<file path="src/rtl/tlb_op_unit.sv">
`default_nettype none
// ============================================================================
// Module : tlb_op_unit -- TLB maintenance engine (TLBSRCH/RD/WR/FILL/INVTLB)
// Rev    : 1.0
// ============================================================================
module tlb_op_unit #(
  parameter int TLBNUM = 16
) (
  input  logic              clk,
  input  logic              rst,
  input  logic              tlbsrch_valid,
  input  logic              tlbrd_valid,
  input  logic              tlbwr_valid,
  input  logic              tlbfill_valid,
  input  logic              invtlb_valid,
  output logic              tlbsrch_ready,
  output logic              tlbrd_ready,
  output logic              tlbwr_ready,
  output logic              tlbfill_ready,
  output logic              invtlb_ready,
  input  logic [4:0]        invtlb_op,
  input  logic [31:0]       invtlb_asid,
  input  logic [18:0]       invtlb_va,
  input  logic [9:0]        csr_asid,
  input  logic [18:0]       csr_vppn,
  input  logic [3:0]        csr_index,
  input  logic [5:0]        csr_ps,
  input  logic              csr_ne,
  input  logic [31:0]       csr_elo0,
  input  logic [31:0]       csr_elo1,
  input  logic              csr_refill,
  output logic              srch_we,
  output logic              srch_hit,
  output logic [3:0]        srch_index,
  output logic              rd_we,
  output logic              rd_e,
  output logic              rd_g,
  output logic [18:0]       rd_vppn,
  output logic [5:0]        rd_ps,
  output logic [9:0]        rd_asid,
  output logic [31:0]       rd_elo0,
  output logic [31:0]       rd_elo1,
  output logic              inv_op_err,
  output logic [TLBNUM-1:0] tlb_e
);

  typedef enum logic [2:0] {
    S_IDLE = 3'd0,
    S_SRCH = 3'd1,
    S_RD   = 3'd2,
    S_WR   = 3'd3,
    S_FILL = 3'd4,
    S_INV  = 3'd5
  } state_t;

  localparam logic [3:0] c_last = 4'(TLBNUM - 1);

  state_t r_state, w_state_nxt;

  // lo fields packed as {PPN[19:0], MAT[1:0], PLV[1:0], D, V}
  logic [TLBNUM-1:0] r_e;
  logic [9:0]        r_t_asid [TLBNUM];
  logic              r_t_g    [TLBNUM];
  logic [5:0]        r_t_ps   [TLBNUM];
  logic [18:0]       r_t_vppn [TLBNUM];
  logic [25:0]       r_t_lo0  [TLBNUM];
  logic [25:0]       r_t_lo1  [TLBNUM];

  logic [9:0]  r_l_asid;
  logic [18:0] r_l_vppn;
  logic [3:0]  r_l_index;
  logic [5:0]  r_l_ps;
  logic        r_l_ne;
  logic        r_l_refill;
  logic [25:0] r_l_lo0;
  logic [25:0] r_l_lo1;
  logic        r_l_g;
  logic [4:0]  r_l_iop;
  logic [9:0]  r_l_iasid;
  logic [18:0] r_l_iva;

  logic [3:0]  r_fill_ptr;
  logic [3:0]  r_inv_idx;

  logic        w_wr_en;
  logic [3:0]  w_wr_idx;
  logic        w_hit;
  logic [3:0]  w_hit_idx;
  logic        w_inv_hit;
  logic        w_inv_asid_eq;
  logic        w_inv_va_eq;
  logic        w_inv_g;
  logic        w_unused_bits;

  assign w_unused_bits = ^{invtlb_asid[31:10], csr_elo0[31:28], csr_elo0[7],
                           csr_elo1[31:28], csr_elo1[7]};

  // Huge pages (PS=21) ignore the low 9 VPPN bits.
  function automatic logic vppn_match(input logic [5:0] ps, input logic [18:0] ent,
                                      input logic [18:0] cmp);
    if (ps == 6'd21) return ent[18:9] == cmp[18:9];
    return ent == cmp;
  endfunction

  always_ff @(posedge clk) begin
    if (rst) r_state <= S_IDLE;
    else     r_state <= w_state_nxt;
  end

  always_comb begin
    w_state_nxt = r_state;
    case (r_state)
      S_IDLE: begin
        if (tlbsrch_valid)      w_state_nxt = S_SRCH;
        else if (tlbrd_valid)   w_state_nxt = S_RD;
        else if (tlbwr_valid)   w_state_nxt = S_WR;
        else if (tlbfill_valid) w_state_nxt = S_FILL;
        else if (invtlb_valid)  w_state_nxt = S_INV;
      end
      S_INV:   if (r_inv_idx == c_last) w_state_nxt = S_IDLE;
      default: w_state_nxt = S_IDLE;
    endcase
  end

  // Operands follow the inputs while idle and freeze once an op is accepted.
  always_ff @(posedge clk) begin
    if (r_state == S_IDLE) begin
      r_l_asid   <= csr_asid;
      r_l_vppn   <= csr_vppn;
      r_l_index  <= csr_index;
      r_l_ps     <= csr_ps;
      r_l_ne     <= csr_ne;
      r_l_refill <= csr_refill;
      r_l_lo0    <= {csr_elo0[27:8], csr_elo0[5:0]};
      r_l_lo1    <= {csr_elo1[27:8], csr_elo1[5:0]};
      r_l_g      <= csr_elo0[6] & csr_elo1[6];
      r_l_iop    <= invtlb_op;
      r_l_iasid  <= invtlb_asid[9:0];
      r_l_iva    <= invtlb_va;
    end
  end

  always_ff @(posedge clk) begin
    if (rst) begin
      r_fill_ptr <= '0;
      r_inv_idx  <= '0;
    end else begin
      if (r_state == S_FILL) r_fill_ptr <= r_fill_ptr + 4'd1;
      if (r_state == S_INV)  r_inv_idx  <= r_inv_idx + 4'd1;
      else                   r_inv_idx  <= '0;
    end
  end

  assign w_wr_en  = (r_state == S_WR) || (r_state == S_FILL);
  assign w_wr_idx = (r_state == S_FILL) ? r_fill_ptr : r_l_index;

  always_ff @(posedge clk) begin
    if (w_wr_en) begin
      r_t_asid[w_wr_idx] <= r_l_asid;
      r_t_g[w_wr_idx]    <= r_l_g;
      r_t_ps[w_wr_idx]   <= r_l_ps;
      r_t_vppn[w_wr_idx] <= r_l_vppn;
      r_t_lo0[w_wr_idx]  <= r_l_lo0;
      r_t_lo1[w_wr_idx]  <= r_l_lo1;
    end
  end

  always_ff @(posedge clk) begin
    if (rst)                                r_e <= '0;
    else if (w_wr_en)                       r_e[w_wr_idx] <= r_l_refill | ~r_l_ne;
    else if (r_state == S_INV && w_inv_hit) r_e[r_inv_idx] <= 1'b0;
  end

  always_comb begin
    w_inv_asid_eq = (r_t_asid[r_inv_idx] == r_l_iasid);
    w_inv_va_eq   = vppn_match(r_t_ps[r_inv_idx], r_t_vppn[r_inv_idx], r_l_iva);
    w_inv_g       = r_t_g[r_inv_idx];
    case (r_l_iop)
      5'd0, 5'd1: w_inv_hit = 1'b1;
      5'd2:       w_inv_hit = w_inv_g;
      5'd3:       w_inv_hit = ~w_inv_g;
      5'd4:       w_inv_hit = ~w_inv_g & w_inv_asid_eq;
      5'd5:       w_inv_hit = ~w_inv_g & w_inv_asid_eq & w_inv_va_eq;
      5'd6:       w_inv_hit = (w_inv_g | w_inv_asid_eq) & w_inv_va_eq;
      default:    w_inv_hit = 1'b0;
    endcase
  end

  // Descending scan so the lowest matching index is the last one assigned.
  always_comb begin
    w_hit     = 1'b0;
    w_hit_idx = '0;
    for (int i = TLBNUM - 1; i >= 0; i--) begin
      if (r_e[i] && (r_t_g[i] || r_t_asid[i] == r_l_asid) &&
          vppn_match(r_t_ps[i], r_t_vppn[i], r_l_vppn)) begin
        w_hit     = 1'b1;
        w_hit_idx = 4'(i);
      end
    end
  end

  always_ff @(posedge clk) begin
    tlbsrch_ready <= 1'b0;
    tlbrd_ready   <= 1'b0;
    tlbwr_ready   <= 1'b0;
    tlbfill_ready <= 1'b0;
    invtlb_ready  <= 1'b0;
    inv_op_err    <= 1'b0;
    srch_we       <= 1'b0;
    srch_hit      <= 1'b0;
    srch_index    <= '0;
    rd_we         <= 1'b0;
    rd_e          <= 1'b0;
    rd_g          <= 1'b0;
    rd_vppn       <= '0;
    rd_ps         <= '0;
    rd_asid       <= '0;
    rd_elo0       <= '0;
    rd_elo1       <= '0;
    if (!rst) begin
      case (r_state)
        S_SRCH: begin
          tlbsrch_ready <= 1'b1;
          srch_we       <= 1'b1;
          srch_hit      <= w_hit;
          srch_index    <= w_hit_idx;
        end
        S_RD: begin
          tlbrd_ready <= 1'b1;
          rd_we       <= 1'b1;
          if (r_e[r_l_index]) begin
            rd_e    <= 1'b1;
            rd_g    <= r_t_g[r_l_index];
            rd_vppn <= r_t_vppn[r_l_index];
            rd_ps   <= r_t_ps[r_l_index];
            rd_asid <= r_t_asid[r_l_index];
            rd_elo0 <= {4'b0, r_t_lo0[r_l_index][25:6], 1'b0, r_t_g[r_l_index],
                        r_t_lo0[r_l_index][5:0]};
            rd_elo1 <= {4'b0, r_t_lo1[r_l_index][25:6], 1'b0, r_t_g[r_l_index],
                        r_t_lo1[r_l_index][5:0]};
          end
        end
        S_WR:   tlbwr_ready   <= 1'b1;
        S_FILL: tlbfill_ready <= 1'b1;
        S_INV: begin
          if (r_inv_idx == c_last) begin
            invtlb_ready <= 1'b1;
            inv_op_err   <= (r_l_iop >= 5'd7);
          end
        end
        default: ;
      endcase
    end
  end

  assign tlb_e = r_e;

endmodule
`default_nettype wire

</file>
<file path="config.mk">
export PLATFORM = sky130hd
export DESIGN_NAME = tlb_op_unit
export DESIGN_NICKNAME = d
export VERILOG_FILES = /design/src/rtl/tlb_op_unit.sv
export SDC_FILE = /design/constraint.sdc
export NUM_CORES = 2
export LEC_CHECK = 0
export CAP_MARGIN = 20
export CORE_MARGIN = 2
export CORE_UTILIZATION = 38
export DETAILED_ROUTE_END_ITERATION = 8
export SLEW_MARGIN = 30
export SYNTH_ARGS = -nofsm -noshare
export SYNTH_HDL_FRONTEND = slang
export SYNTH_SLANG_ARGS = --single-unit
</file>
<file path="constraint.sdc">
create_clock -name clk -period 11.5 [get_ports clk]
set_clock_uncertainty 0.15 [all_clocks]
set_input_delay 2.3 -clock clk [delete_from_list [all_inputs] [get_ports clk]]
set_output_delay 2.3 -clock clk [all_outputs]
set_load 0.01 [all_outputs]
</file>
**Yosys cells after proc, flatten, opt, wreduce, memory -nomap -nowiden**

Memories as Yosys holds them, arrays and structs flattened. A register that Yosys moved wholly into a read port is not among the register bits.
Index checks and enable logic that the tools add are counted.

- Bits in registers: 232
- Bits in writable memories: 1408
- Bits of input ports: 168
- Output and inout port bits: 130
- Logic and storage cells: 323
- Memories kept: 6

Memory list:

| name | depth | width | read ports | clocked after Yosys merged registers in | write ports | RTL line | text |
|---|---|---|---|---|---|---|---|
| r_t_lo0 | 16 | 26 | 1 | 1 | 1 | 66 | `logic [25:0] r_t_lo0 [TLBNUM];` |
| r_t_lo1 | 16 | 26 | 1 | 1 | 1 | 67 | `logic [25:0] r_t_lo1 [TLBNUM];` |
| r_t_vppn | 16 | 19 | 18 | 2 | 1 | 65 | `logic [18:0] r_t_vppn [TLBNUM];` |
| r_t_asid | 16 | 10 | 18 | 2 | 1 | 62 | `logic [9:0] r_t_asid [TLBNUM];` |
| r_t_ps | 16 | 6 | 18 | 2 | 1 | 64 | `logic [5:0] r_t_ps [TLBNUM];` |
| r_t_g | 16 | 1 | 18 | 2 | 1 | 63 | `logic r_t_g [TLBNUM];` |

- $add $sub $neg: 2
- Order comparisons: 6
- Equal/unequal tests: 82
- Muxes and demuxes: 113
- Bitwise gates (word level): 15
- Reduce and logical (&&, ||, !) cells: 66

Operators by type and width:

| kind | number |
|---|---|
| $eq A10 B10 Y1 | 34 |
| $eq A19 B19 Y1 | 17 |
| $eq A6 B5 Y1 const B | 17 |
| $mux W1 | 79 |
| $mux W4 | 14 |
| $logic_and A1 B1 Y1 | 35 |
| $mux W16 | 2 |
| $mux W3 | 10 |
| $logic_or A1 B1 Y1 | 17 |
| $and A16 B16 Y16 | 1 |
| $bwmux W16 | 1 |
| $not A16 Y16 | 1 |
| $eq A5 B3 Y1 const B | 3 |
| $lt A4 B5 Y1 const B | 3 |
| $eq A5 B2 Y1 const B | 2 |
| $reduce_or A10 Y1 | 1 |
| $reduce_or A3 Y1 | 3 |
| $add A4 B1 Y4 const B | 2 |
| $demux W1 S4 | 2 |
| $ge A4 B1 Y1 const B | 2 |
| $reduce_or A2 Y1 | 4 |
| $not A1 Y1 | 7 |
| $eq A3 B2 Y1 const B | 2 |
| $eq A3 B3 Y1 const B | 2 |
| 18 further kinds | 23 |

**Depth between registers and ports, before layout**

An unclocked memory read counts as a cell.

- Word-level depth: 21
- Mapped depth: 17
- Gate-level depth less buffers: 12

**Worst setup path after synthesis**

OpenSTA, ideal clock, no wires.

- Path type: register -> register
- Start: register r_l_index[0]
- End: register r_e[13] (netlist: tlb_e[13])
- Setup time: 0.095 ns
- Arrival time: 6.175 ns
- Data required time: 11.255 ns
- Slack: 5.080 ns
- Stages on the path, launching flop included: 9
- Path buffers: 4
- Period minus slack after synthesis: 6.420 ns
- Cell sequence: edfxtp_1 > clkbuf_1 > clkbuf_1 > clkbuf_1 > buf_1 > a22oi_1 > nor2_1 > o21ai_0 > a211oi_1

- Word-level cells in the longest chain between the ends: 7
- Elaborated cells between the ends (all ways): 8
- Classes of those cells: order compare: 2; mux: 5; reduce/logical: 1

RTL lines:

| item | RTL line | text |
|---|---|---|
| from (decl) | 71 | `logic [3:0] r_l_index;` |
| from (signal assigned) | 130 | `r_l_index <= csr_index;` |
| $mux W4 * | 155 | `assign w_wr_idx = (r_state == S_FILL) ? r_fill_ptr : r_l_index;` |
| $lt A4 B5 Y1 (not written as such) or $ge A4 B1 Y1 (tied branches) | 170 | `else if (w_wr_en) r_e[w_wr_idx] <= r_l_refill \| ~r_l_ne;` |
| $logic_and A1 B1 Y1 (not written as such) | 170 |  |
| $mux W1 (not written as such) | 170 |  |
| $demux W1 S4 * | 170 |  |
| $bwmux W16 * | 170 |  |
| $mux W16 * | 170 |  |
| to (signal, indexed assignment) | 170 |  |
| to (decl) | 61 | `logic [TLBNUM-1:0] r_e;` |

Every way passes the cells marked *; elsewhere a longest branch is shown, timed or not.
A chain may end at the register's enable or synchronous reset.

**Final worst setup path**

- Start: register r_inv_idx[1]
- End: register r_e[15] (netlist: tlb_e[15])

- Word-level cells in the longest chain between the ends: 8
- Elaborated cells between the ends (all ways): 9
- Classes of those cells: order compare: 2; mux: 4; bitwise: 2; reduce/logical: 1

RTL lines:

| item | RTL line | text |
|---|---|---|
| from (decl) | 83 | `logic [3:0] r_inv_idx;` |
| from (signal assigned) | 149 | `if (r_state == S_INV) r_inv_idx <= r_inv_idx + 4'd1;` |
| $lt A4 B5 Y1 (not written as such) or $ge A4 B1 Y1 (tied branches) | 171 | `else if (r_state == S_INV && w_inv_hit) r_e[r_inv_idx] <= 1'b0;` |
| $logic_and A1 B1 Y1 (not written as such) | 171 |  |
| $mux W1 (not written as such) | 171 |  |
| $demux W1 S4 * | 171 |  |
| $not A16 Y16 (no line) * | -- |  |
| $and A16 B16 Y16 (no line) * | -- |  |
| $mux W16 * | 171 |  |
| $mux W16 * | 170 |  |

Every way passes the cells marked *; elsewhere a longest branch is shown, timed or not. The select of a mux whose other input is x is not followed.

==> impl_metrics.toml <==
[logic_synthesis]
yosys_warnings = 0
ys_ff_latch = 1667
synth_ff_type = "edfxtp_1"
ys_async_sr_fraction_pct = 0
synth_enable_flop_cells = 1536
seq_area_frac_synth_pct = 68.2
syn_area_per_cell_um2 = 19.4
syn_inst = 3680
ys_types = 72
syn_area_mm2 = 0.0715

[global_routing]
grt_pass1_vias = 38500
antenna_found_initial = 6
grt-ovfl-total = 0
track_usage_pct = 21.5
grt_max_degree = 146
grt_pass1_wl_um = 293000

[timing]
setup_violations = 0
clock.fmax_mhz = 165
setup_tns_ns = 0
finalCritPeriodShare_pct = 52.7
maxSlewViolCount = 0
relSlewSlack_pct = 32.5
rsz0062_at_grt = "no"
hold_violations = 0
tightest_slew_ns = 1.01
period_minus_slack_ns = 6.06

[flow_run]
cap_violations = 0

[cells_and_area]
fin_area_mm2 = 0.0829
fin_cells = 6641
drive_gt1_share_pct = 23.1
multi_input_area_mm2 = 0.0218
fill_cells = 16100
seqCellArea_mm2 = 0.0488
synthToLayoutAreaGrowth_pct = 16.0
fin_nets = 4163

[critical_path]
startpoint_type = "register"
cp.required_ns = 12.11
critPathMaxFanout = 47
timing_worst_setup_path_type = "reg -> reg"
reg2reg_slack_ns = 5.44
cp_data_arrival_time_ns = 6.67
rr_worst_depth = 13
timing.critical_path.to_type = "register"
rr_endpoint = "tlb_e[15]"
r2r_start = "r_inv_idx[1]"

[placement]
io_buffers = 255
numPlacedInstances = 6304
dpl_cell_area_mm2 = 0.0772
dp_hpwl_um = 127000
gp_routability_congestion = 0.905

[drt]
totalWireLength_um = 207000
drt_iter0_drc = 4533
viasPerCell = 5.67
wl_per_cell_um = 31.2
num_vias = 37600
firstDrtPassIters = 6
ant_nets = 0
drc = 0

[worst_hold_path]
hold_start = "r_fill_ptr[1]"
whs_endpoint = "r_fill_ptr[1]"
hp-class = "reg -> reg"
hold_path_depth = 2

[cts]
clkSlewWorstSetupHoldPaths_ns = 0.06
insertion_delay_ns = 0.84
clock-sinks = 1667
cts_resized = 0
numCtsBuffers = 177
cts_buffer_depth = 3
hold_buffers = 0
cts_max_level = 4
cts_tree = "built"
clockRootBuffer = "clkbuf_16"
cts_setup_buffers = 0

[floorplan]
initial_utilization_pct = 38.1
die-area_mm2 = 0.192
core_area_mm2 = 0.187
io_pins = 298
dieHeight_um = 438
chipWidth_um = 438
rows = 159

[pwr]
pwr-share-clk_pct = 40.5
power_leakage_nw = 25.9
seqPwrFrac_pct = 50.8
internal_power_mw = 10.5
switchingPower_mw = 3.22
pwr-share-comb_pct = 8.7
ir_drop_mv = 0.160
power_density_mw_per_mm2 = 165
p_sw_share_pct = 23.5

[status]
status = "finished, final reports clean"
==> power by group through the flow <==
stage / clock, mW / sequential [mW] / combinational [mW]
after floorplan: 0 / 7.04 / 0.773
after global placement: 0 / 7.07 / 1.20
after detailed placement: 0 / 7.08 / 1.20
after global routing: 5.91 / 6.97 / 1.26
after CTS: 5.66 / 6.95 / 1.21
final: 5.54 / 6.95 / 1.19
==> per-stage QoR <==
step                setup slack (ns)  power, mW  hold slack (ns)  utilization, %
global route                    5.40       14.1            0.471            44.2
CTS                             5.72       13.8            0.409            44.2
detailed placement              5.72       8.28            0.399            41.2
floorplan                       5.08       7.82            0.341               -
global placement                5.70       8.27            0.391            41.1
finish                          5.44       13.7            0.415            44.2
==> worst max-delay path, stage by stage, from the launching register on <==
cell	delay, ns
dfxtp_4	0.89
buf_4	0.65
nand2b_1	0.33
o22ai_1	0.11
a221oi_1	0.71
xor2_1	0.17
a2111oi_2	0.39
nand4_1	0.17
o41ai_2	0.89
nand3_1	0.15
o311ai_1	0.13
and4_1	0.81
nor3_2	0.08
a211oi_2	0.21
==> cell usage in the layout (no fill, tap or decap), types with 14 or more instances in the layout <==
| cell type | count |
|---|---|
| xor2_1 | 254 |
| edfxtp_1 | 1536 |
| nor2_1 | 50 |
| buf_4 | 90 |
| mux2i_1 | 53 |
| mux4_2 | 549 |
| o21ai_0 | 22 |
| a41oi_1 | 16 |
| and3_1 | 92 |
| clkbuf_1 | 55 |
| nor4_1 | 72 |
| a21oi_1 | 33 |
| nor3_1 | 27 |
| nand3_1 | 33 |
| xnor2_1 | 260 |
| a211oi_1 | 17 |
| nand2_1 | 58 |
| clkdlybuf4s50_1 | 255 |
| clkbuf_16 | 180 |
| nand4_1 | 57 |
| nor2_4 | 16 |
| clkinv_2 | 31 |
| clkinv_1 | 29 |
| a31oi_1 | 14 |
| dfxtp_1 | 127 |
==> final cells by class <==
type                    instances  area share [%]
inverters                      12          0.0634
diodes                          3         0.00905
clock inverters                90            1.00
repair buffers                365            4.32
well taps                    2495            3.76
flip-flops and latches       1667            58.8
clock buffers                 242            5.80
multi-input cells            1767            26.2
==> kinds of logic (layout without fill, tap and decap cells) <==
group	after synthesis	count (layout)	synth area share, %
adder cells (fa/ha/maj)	5	5	0.0875
AO/OA/AOI/OAI	151	151	1.49
AND/OR/NAND/NOR	460	460	3.58
buffers and inverters	255	709	1.63
XOR/XNOR	514	514	6.30
flip-flops	1667	1667	68.2
multiplexers	627	627	18.7
other	1	13	0.00525
==> flip-flops by register name, indices dropped and copies added, names as in the netlist, 16 cells and up, named ones only <==
register,flops
r_l_iva,19
r_l_lo0,26
r_l_lo1,26
r_l_vppn,19
r_t_asid,160
r_t_g,16
r_t_lo0,416
r_t_lo1,416
r_t_ps,96
r_t_vppn,304
rd_elo0,26
rd_elo1,26
rd_vppn,19
tlb_e,16
==> metal layers <==
layer | routed length [µm] | track usage (%) | share of wire (%)
met1 | 83800 | 28.5 | 41
met2 | 103000 | 35.8 | 50
met3 | 13100 | 3.79 | 6.3
met4 | 6950 | 7.41 | 3.4
met5 | 34 | 0 | 0.016
==> how the worst max path moves through the flow <==
stage,start,endpoint,slack (ns),cells after the start
2_1_floorplan,r_l_index[0],tlb_e[13],5.08,8
5_1_grt,r_inv_idx[1],tlb_e[15],5.40,13
3_5_place_dp,r_inv_idx[1],tlb_e[15],5.72,13
6_report,r_inv_idx[1],tlb_e[15],5.44,13
4_1_cts,r_inv_idx[1],tlb_e[15],5.72,13
3_3_place_gp,r_inv_idx[1],tlb_e[15],5.70,13
==> cell usage after synthesis, drive strengths merged, types with 5 or more instances <==
| library cell | instances | share of area (%) |
|---|---|---|
| inv | 11 | 0.058 |
| nand3 | 33 | 0.23 |
| a2111oi | 5 | 0.072 |
| a21oi | 33 | 0.23 |
| nor4 | 75 | 0.66 |
| nor3 | 29 | 0.21 |
| o21ai | 22 | 0.15 |
| xnor2 | 260 | 3.2 |
| a31oi | 16 | 0.14 |
| nand4 | 57 | 0.50 |
| ha | 5 | 0.088 |
| nor2 | 66 | 0.35 |
| nand4b | 8 | 0.098 |
| a211oi | 18 | 0.20 |
| buf | 87 | 0.74 |
| nand2b | 7 | 0.061 |
| and2 | 6 | 0.053 |
| xor2 | 254 | 3.1 |
| clkbuf | 155 | 0.82 |
| mux2i | 53 | 0.74 |
| a41oi | 16 | 0.20 |
| a311o | 7 | 0.098 |
| nor2b | 7 | 0.061 |
| mux4 | 562 | 18 |
| edfxtp | 1536 | 65 |
| mux2 | 12 | 0.19 |
| nand2 | 58 | 0.30 |
| dfxtp | 131 | 3.7 |
| and3 | 92 | 0.81 |
No activity file was read; power rests on OpenSTA's default activity.
